## src/rtl/pc_fetch_unit_pkg.sv

```systemverilog
`default_nettype none
// ============================================================================
// Package   : pkg_rv_pipe
// Purpose   : Shared encodings for the two-stage fetch/execute pipeline:
//             next-PC select codes, NOP instruction, fetch FSM states.
// Revision  : 1.0 - initial release
// ============================================================================
package pkg_rv_pipe;

   localparam logic [1:0] PC_SEL_SEQ  = 2'b00;
   localparam logic [1:0] PC_SEL_BR   = 2'b01;
   localparam logic [1:0] PC_SEL_JAL  = 2'b10;
   localparam logic [1:0] PC_SEL_JALR = 2'b11;

   // addi x0, x0, 0
   localparam logic [31:0] NOP_INSTR = 32'h0000_0013;

   typedef enum logic [1:0] {
      S_IDLE  = 2'd0,
      S_FETCH = 2'd1,
      S_DRAIN = 2'd2
   } state_e;

   // Any non-sequential select redirects the fetch stream.
   function automatic logic is_redirect(input logic [1:0] sel);
      return (sel != PC_SEL_SEQ);
   endfunction

endpackage
`default_nettype wire

```

## src/rtl/pc_fetch_unit_pc_next_sel.sv

```systemverilog
`default_nettype none
// ============================================================================
// Module    : pc_next_sel
// Purpose   : Combinational redirect-target mux. Clears the jalr LSB and, when
//             PC_MISALIGN_TRAP_EN is defined, replaces a misaligned target
//             with TRAP_VEC and flags it.
// Revision  : 1.0 - initial release
// ============================================================================
module pc_next_sel
   import pkg_rv_pipe::*;
#(
   parameter int              XLEN     = 32,
   parameter logic [XLEN-1:0] TRAP_VEC = 32'h0000_0100
) (
   input  logic [1:0]      pc_mux_select,
   input  logic [XLEN-1:0] branch_target,
   input  logic [XLEN-1:0] jump_target,
   input  logic [XLEN-1:0] jalr_target,
   output logic            redirect,
   output logic [XLEN-1:0] target,
   output logic            misalign
);

`ifdef PC_MISALIGN_TRAP_EN
   localparam logic TRAP_EN = 1'b1;
`else
   localparam logic TRAP_EN = 1'b0;
`endif

   logic [XLEN-1:0] raw_target;
   logic            raw_misalign;

   // Select the raw redirect target and test its word alignment.
   always_comb begin
      raw_target = '0;
      case (pc_mux_select)
         PC_SEL_BR:   raw_target = branch_target;
         PC_SEL_JAL:  raw_target = jump_target;
         PC_SEL_JALR: raw_target = jalr_target & ~XLEN'(1);
         default:     raw_target = '0;
      endcase
      redirect     = is_redirect(pc_mux_select);
      raw_misalign = redirect && (raw_target[1:0] != 2'b00);
      misalign     = TRAP_EN && raw_misalign;
      target       = misalign ? TRAP_VEC : raw_target;
   end

endmodule
`default_nettype wire

```

## src/rtl/pc_fetch_unit.sv

```systemverilog
`default_nettype none
// ============================================================================
// Module    : pc_fetch_unit
// Purpose   : Program counter and IF stage. Issues instruction-memory requests,
//             holds the IF/EXE register plus a one-entry skid buffer, and
//             flushes wrong-path fetches on redirect.
// Config    : PC_MISALIGN_TRAP_EN - misaligned redirect traps to TRAP_VEC and
//             pulses pc_misalign; otherwise targets pass through unchanged.
// Revision  : 1.0 - initial release
// ============================================================================
module pc_fetch_unit
   import pkg_rv_pipe::*;
#(
   parameter int              XLEN     = 32,
   parameter logic [XLEN-1:0] RESET_PC = 32'h0000_0000,
   parameter logic [XLEN-1:0] TRAP_VEC = 32'h0000_0100
) (
   input  logic            clk,
   input  logic            rst,
   input  logic [1:0]      pc_mux_select,
   input  logic [XLEN-1:0] branch_target,
   input  logic [XLEN-1:0] jump_target,
   input  logic [XLEN-1:0] jalr_target,
   input  logic            stall,
   output logic            imem_req,
   output logic [XLEN-1:0] imem_addr,
   input  logic            imem_ready,
   input  logic [31:0]     imem_rdata,
   output logic            if_valid,
   output logic [31:0]     if_instr,
   output logic [XLEN-1:0] if_pc,
   output logic            pc_misalign
);

   state_e          state, state_nxt;
   logic [XLEN-1:0] pc, pc_nxt;
   logic            req_nxt;
   logic [XLEN-1:0] addr_nxt;
   logic            ifv_nxt;
   logic [31:0]     ifi_nxt;
   logic [XLEN-1:0] ifp_nxt;
   logic            skid_valid, skv_nxt;
   logic [31:0]     skid_instr, ski_nxt;
   logic [XLEN-1:0] skid_pc, skp_nxt;
   logic            mis_nxt;

   logic            redirect;
   logic [XLEN-1:0] target;
   logic            misalign;
   logic            resp;
   logic            accept;
   logic [XLEN-1:0] pc_inc;

   pc_next_sel #(
      .XLEN     (XLEN),
      .TRAP_VEC (TRAP_VEC)
   ) u_pc_next_sel (
      .pc_mux_select (pc_mux_select),
      .branch_target (branch_target),
      .jump_target   (jump_target),
      .jalr_target   (jalr_target),
      .redirect      (redirect),
      .target        (target),
      .misalign      (misalign)
   );

   // State register.
   always_ff @(posedge clk) begin
      if (rst) state <= S_IDLE;
      else     state <= state_nxt;
   end

   // Next-state and datapath decode; redirect outranks response, stall and skid.
   always_comb begin
      state_nxt = state;
      pc_nxt    = pc;
      req_nxt   = imem_req;
      addr_nxt  = imem_addr;
      ifv_nxt   = if_valid;
      ifi_nxt   = if_instr;
      ifp_nxt   = if_pc;
      skv_nxt   = skid_valid;
      ski_nxt   = skid_instr;
      skp_nxt   = skid_pc;
      mis_nxt   = 1'b0;
      resp      = imem_req && imem_ready;
      accept    = !stall || !if_valid;
      pc_inc    = pc + XLEN'(4);

      case (state)
         S_IDLE: begin
            state_nxt = S_FETCH;
         end
         S_FETCH: begin
            if (redirect) begin
               pc_nxt  = target;
               ifv_nxt = 1'b0;
               skv_nxt = 1'b0;
               mis_nxt = misalign;
               if (imem_req && !imem_ready) begin
                  // Wrong-path request still outstanding: wait it out.
                  state_nxt = S_DRAIN;
               end else begin
                  req_nxt  = 1'b1;
                  addr_nxt = target;
               end
            end else if (resp) begin
               pc_nxt = pc_inc;
               if (accept) begin
                  ifv_nxt  = 1'b1;
                  ifi_nxt  = imem_rdata;
                  ifp_nxt  = imem_addr;
                  req_nxt  = 1'b1;
                  addr_nxt = pc_inc;
               end else begin
                  skv_nxt = 1'b1;
                  ski_nxt = imem_rdata;
                  skp_nxt = imem_addr;
                  req_nxt = 1'b0;
               end
            end else begin
               if (if_valid && !stall) begin
                  if (skid_valid) begin
                     ifi_nxt = skid_instr;
                     ifp_nxt = skid_pc;
                     skv_nxt = 1'b0;
                  end else begin
                     ifv_nxt = 1'b0;
                  end
               end
               if (!imem_req && !skid_valid && !(stall && if_valid)) begin
                  req_nxt  = 1'b1;
                  addr_nxt = pc;
               end
            end
         end
         S_DRAIN: begin
            if (redirect) begin
               pc_nxt  = target;
               ifv_nxt = 1'b0;
               skv_nxt = 1'b0;
               mis_nxt = misalign;
            end
            if (imem_ready) begin
               // Stale response is dropped; relaunch from pc next cycle.
               req_nxt   = 1'b0;
               state_nxt = S_FETCH;
            end
         end
         default: begin
            state_nxt = S_IDLE;
         end
      endcase
   end

   // PC, request, IF/EXE register and skid buffer.
   always_ff @(posedge clk) begin
      if (rst) begin
         pc          <= RESET_PC;
         imem_req    <= 1'b0;
         imem_addr   <= RESET_PC;
         if_valid    <= 1'b0;
         if_instr    <= NOP_INSTR;
         if_pc       <= '0;
         skid_valid  <= 1'b0;
         skid_instr  <= NOP_INSTR;
         skid_pc     <= '0;
         pc_misalign <= 1'b0;
      end else begin
         pc          <= pc_nxt;
         imem_req    <= req_nxt;
         imem_addr   <= addr_nxt;
         if_valid    <= ifv_nxt;
         if_instr    <= ifi_nxt;
         if_pc       <= ifp_nxt;
         skid_valid  <= skv_nxt;
         skid_instr  <= ski_nxt;
         skid_pc     <= skp_nxt;
         pc_misalign <= mis_nxt;
      end
   end

endmodule
`default_nettype wire

```

## config.mk

```make
export PLATFORM = sky130hd
export DESIGN_NAME = pc_fetch_unit
export DESIGN_NICKNAME = d
export VERILOG_FILES = /design/src/rtl/pc_fetch_unit_pkg.sv /design/src/rtl/pc_fetch_unit_pc_next_sel.sv /design/src/rtl/pc_fetch_unit.sv
export SDC_FILE = /design/constraint.sdc
export NUM_CORES = 1
export LEC_CHECK = 0
export CAP_MARGIN = 20
export CORE_AREA = 2 2 136 138
export CTS_BUF_LIST = sky130_fd_sc_hd__clkbuf_8
export DETAILED_ROUTE_END_ITERATION = 8
export DIE_AREA = 0 0 138 140
export MAX_ROUTING_LAYER = met4
export PLACE_DENSITY = 0.93
export SLEW_MARGIN = 0
export SYNTH_ARGS = -nofsm -noshare
export SYNTH_HDL_FRONTEND = slang
export SYNTH_SLANG_ARGS = --single-unit
export TNS_END_PERCENT = 5
```

## constraint.sdc

```tcl
create_clock -name clk -period 3.01 [get_ports clk]
set_input_delay 0.602 -clock clk [delete_from_list [all_inputs] [get_ports clk]]
set_output_delay 0.602 -clock clk [all_outputs]
set_load 0.02 [all_outputs]
```

==> results.md <==
• **share of post-route cells with drive strength above 1** 7.67%
• **Max transition margin** 46.3%
• **status** finished, final reports clean
• **Final Core Density** 71.0%
• **post-CTS setup-driven buffer insertion count** 0
• **width of the chip** 138 µm
• **critical path data arrival time** 2.98 ns
• **per-cell via count in the routed design** 6.17
• **fraction of synthesized cell area taken by the top area cell type** 40.0%
• **most instantiated flip-flop cell in the synthesis netlist** sky130_fd_sc_hd__dfxtp_1
• **most frequently used cell type in the post-synthesis netlist** sky130_fd_sc_hd__nand2_1
• **Area Growth Syn to Fin** 28.0%
• **clk buf depth** 2
• **fraction of the cycle the final worst path needs** 84.5%
• **Die Outline Area** 0.0193 mm²
• **clock insertion delay at the later pin of the skew report** 0.50 ns
• **Worst Tran Pin Value** 0.805 ns
• **Top Ports** 233
• **clk sinks** 197
• **CTS Buf Count** 17
• **overall via count from detail_route** 10400
• **count of flip-flops with a built-in enable after synthesis** 0
• **DRC violations left** 0
• **number of library cell types mapped by synthesis** 67
• **cell type contributing the most total cell area after synthesis** sky130_fd_sc_hd__dfxtp_1
• **Final Max Tran Viols** 0
• **cell with the biggest individual delay on the critical path** sky130_fd_sc_hd__or4_1
• **total cell area at the placement stage** 0.0122 mm²
• **async set-or-reset flop fraction in the synthesized netlist** 0%
• **global-route met2 utilization** 50.7%
• **standard-cell row count** 49
• **setup repair after global routing missed its margin** false
• **ordered cell list for the critical path** and4_1, nand4_1, or4_1, a21o_1, a21oi_1
• **CTS tree** built
• **final number of setup-violating endpoints** 0
• **largest net degree at the start of global routing** 123
• **CP Data Required Time** 3.44 ns
• **total power after layout** 8.00 mW
• **starting density of the core** 55.5%
• **Post-Synthesis Cell Area** 0.00986 mm²
• **number of hold-slack violations in the final timing report** 0
• **clock-pin slew on the worst setup and hold paths** 0.11 ns
• **wire length after detailed routing** 30300 µm
• **maximum vdd ir drop** 0.321 mV
• **remaining global-route overflow** 0
• **net count of the finished layout** 1586
• **number of global-route vias before repair** 9852
• **core footprint** 0.0178 mm²
• **total power density per cell area** 633 mW/mm²
• **top post-synthesis cells by count** 301 x sky130_fd_sc_hd__nand2_1, 197 x sky130_fd_sc_hd__dfxtp_1, 115 x sky130_fd_sc_hd__nor2_1
• **RD Place Congestion** 0.965
• **hpwl dp** 20700 µm
• **finished layout cell area** 0.0126 mm²
• **kind of start point of the critical path** flip-flop
• **PostCTS Resize Cnt** 0
• **portion of the post-synthesis area used by sequential elements** 40.0%
• **count of buffers inserted at the top-level ports** 230
• **biggest area contributors in the synthesized netlist** sky130_fd_sc_hd__dfxtp_1 40%, sky130_fd_sc_hd__nand2_1 11%, sky130_fd_sc_hd__a311oi_1 5.9%
• **Pre-antenna DRT Iters** 6
• **number of register bits inferred by synthesis** 197
• **cell family with the largest share of critical-path delay** simple AND/OR/NAND/NOR gates
• **Buf/Inv on CP** 0
• **detailed router's first-iteration violation count** 1312
• **Synthesis Warnings** 0
• **GR Layer Usage met1** 38.6%
• **average wire length per cell after detail routing** 17.9 µm
• **number of instances in the synthesized netlist** 1291
• **Post-Syn Nets** 1429
• **n_diodes** 0
• **hold_buf cts** 0
• **Die Ht** 140 µm
• **Highest Clock Rate** 0.393 GHz
• **number of levels in the clock H-tree** 4
• **critical path endpoint category** flip-flop
• **count of nets left with antenna violations after detail routing** 0
• **maximum single-stage delay on the critical path** 0.68 ns
• **type of the tightest min-delay check** flip-flop to flip-flop
• **setup TNS after final layout** 0 ns
• **leakage** 4.06 nW
• **number of max-cap violations** 0
• **global routing usage summed across all routing layers** 31.5%
• **maximum fanout count along the critical path** 12
• **worst clock skew on the final layout** 0.0133 ns
• **kind of critical path** flip-flop to flip-flop
• **busiest layer in global routing** met2
• **CTS Root Cell** sky130_fd_sc_hd__clkbuf_8
• **global-route wire length before repair** 49100 µm
• **met3 Track Usage GR** 6.19%
• **average size of a mapped cell** 7.64 µm²
• **antenna violations before repair** 0
• **shortest period the worst path allows** 2.54 ns
[worst reg2reg max path, delay by kind of cell, from the launching register on]
family	cells	cell delay, ns
AOI/OAI and AO/OA	2	0.29
DFF	1	0.54
and+or+nand+nor	3	1.65
[layer usage]
metal / vias to the layer above / wire length (µm)
li1: 4918 / -
met1: 4855 / 12100
met2: 566 / 14200
met3: 89 / 2940
met4: 0 / 1030
met5: - / 0
[kinds of logic after synthesis]
kind of cell	after synthesis	share of synthesized area [%]
and+or+nand+nor	520	23.1
adders and majority gates	4	0.508
DFF	197	40.0
AOI/OAI and AO/OA	390	25.9
muxes	34	3.83
buffers and inverters	131	5.42
xor gates and xnor gates	14	1.24
other	1	0.0380
[state kept, by name, summed over array words and instances (netlist names)]
signal,cells
skid_instr,32
if_pc,32
if_instr,32
state,2
imem_req,1
pc,32
imem_addr,32
if_valid,1
skid_pc,32
skid_valid,1
[final timing paths]
path | slack [ns] | depth (start not counted) | endpoint | startpoint
max | 0.47 | 5 | pc[17] | pc[6]
min | 0.46 | 2 | skid_instr[2] | skid_instr[2]
max reg2reg | 0.47 | 5 | pc[17] | pc[6]
min reg2reg | 0.46 | 2 | skid_instr[2] | skid_instr[2]
[area by class of cell]
class	instances	area, µm²
inverter	7	26.3
tap	229	287
sequential	197	3940
clock inverter	15	158
clock buffer	17	234
multi-input combinational	963	5420
timing repair buffer	262	2560
fill	1345	5160
[power by group]
group	switching, mW	total (mW)	internal (mW)	leakage (nW)
clock network	1.07	1.69	0.619	0.188
registers	0.580	3.54	2.96	1.60
logic	1.62	2.76	1.15	2.28
total	3.26	8.00	4.73	4.06
[stage by stage]
step	hold WS [ns]	setup WS (ns)	cells
global route	0.474	0.353	1690
finish	0.458	0.466	1690
floorplan	0.437	0.976	1291
CTS	0.461	0.574	1690
detailed placement	0.447	0.242	1658
global placement	0.441	0.317	1658
[placed cells by master (no fill, tap or decap), types with 9 or more instances in the layout]
cell	n
sky130_fd_sc_hd__a21boi_0	9
sky130_fd_sc_hd__a21o_1	10
sky130_fd_sc_hd__xnor2_1	10
sky130_fd_sc_hd__a22oi_1	19
sky130_fd_sc_hd__clkdlybuf4s50_1	228
sky130_fd_sc_hd__mux2_2	30
sky130_fd_sc_hd__a22o_1	10
sky130_fd_sc_hd__nand3_1	21
sky130_fd_sc_hd__nand2_1	300
sky130_fd_sc_hd__o21ai_0	89
sky130_fd_sc_hd__a41oi_1	15
sky130_fd_sc_hd__dfxtp_1	197
sky130_fd_sc_hd__buf_4	31
sky130_fd_sc_hd__a21oi_1	109
sky130_fd_sc_hd__nor3_1	12
sky130_fd_sc_hd__a31oi_1	11
sky130_fd_sc_hd__nand4_1	10
sky130_fd_sc_hd__nor4_1	11
sky130_fd_sc_hd__o21a_1	9
sky130_fd_sc_hd__nor2_1	114
sky130_fd_sc_hd__a311oi_1	66
sky130_fd_sc_hd__clkbuf_8	17
Power figures use the tool's default switching activity.
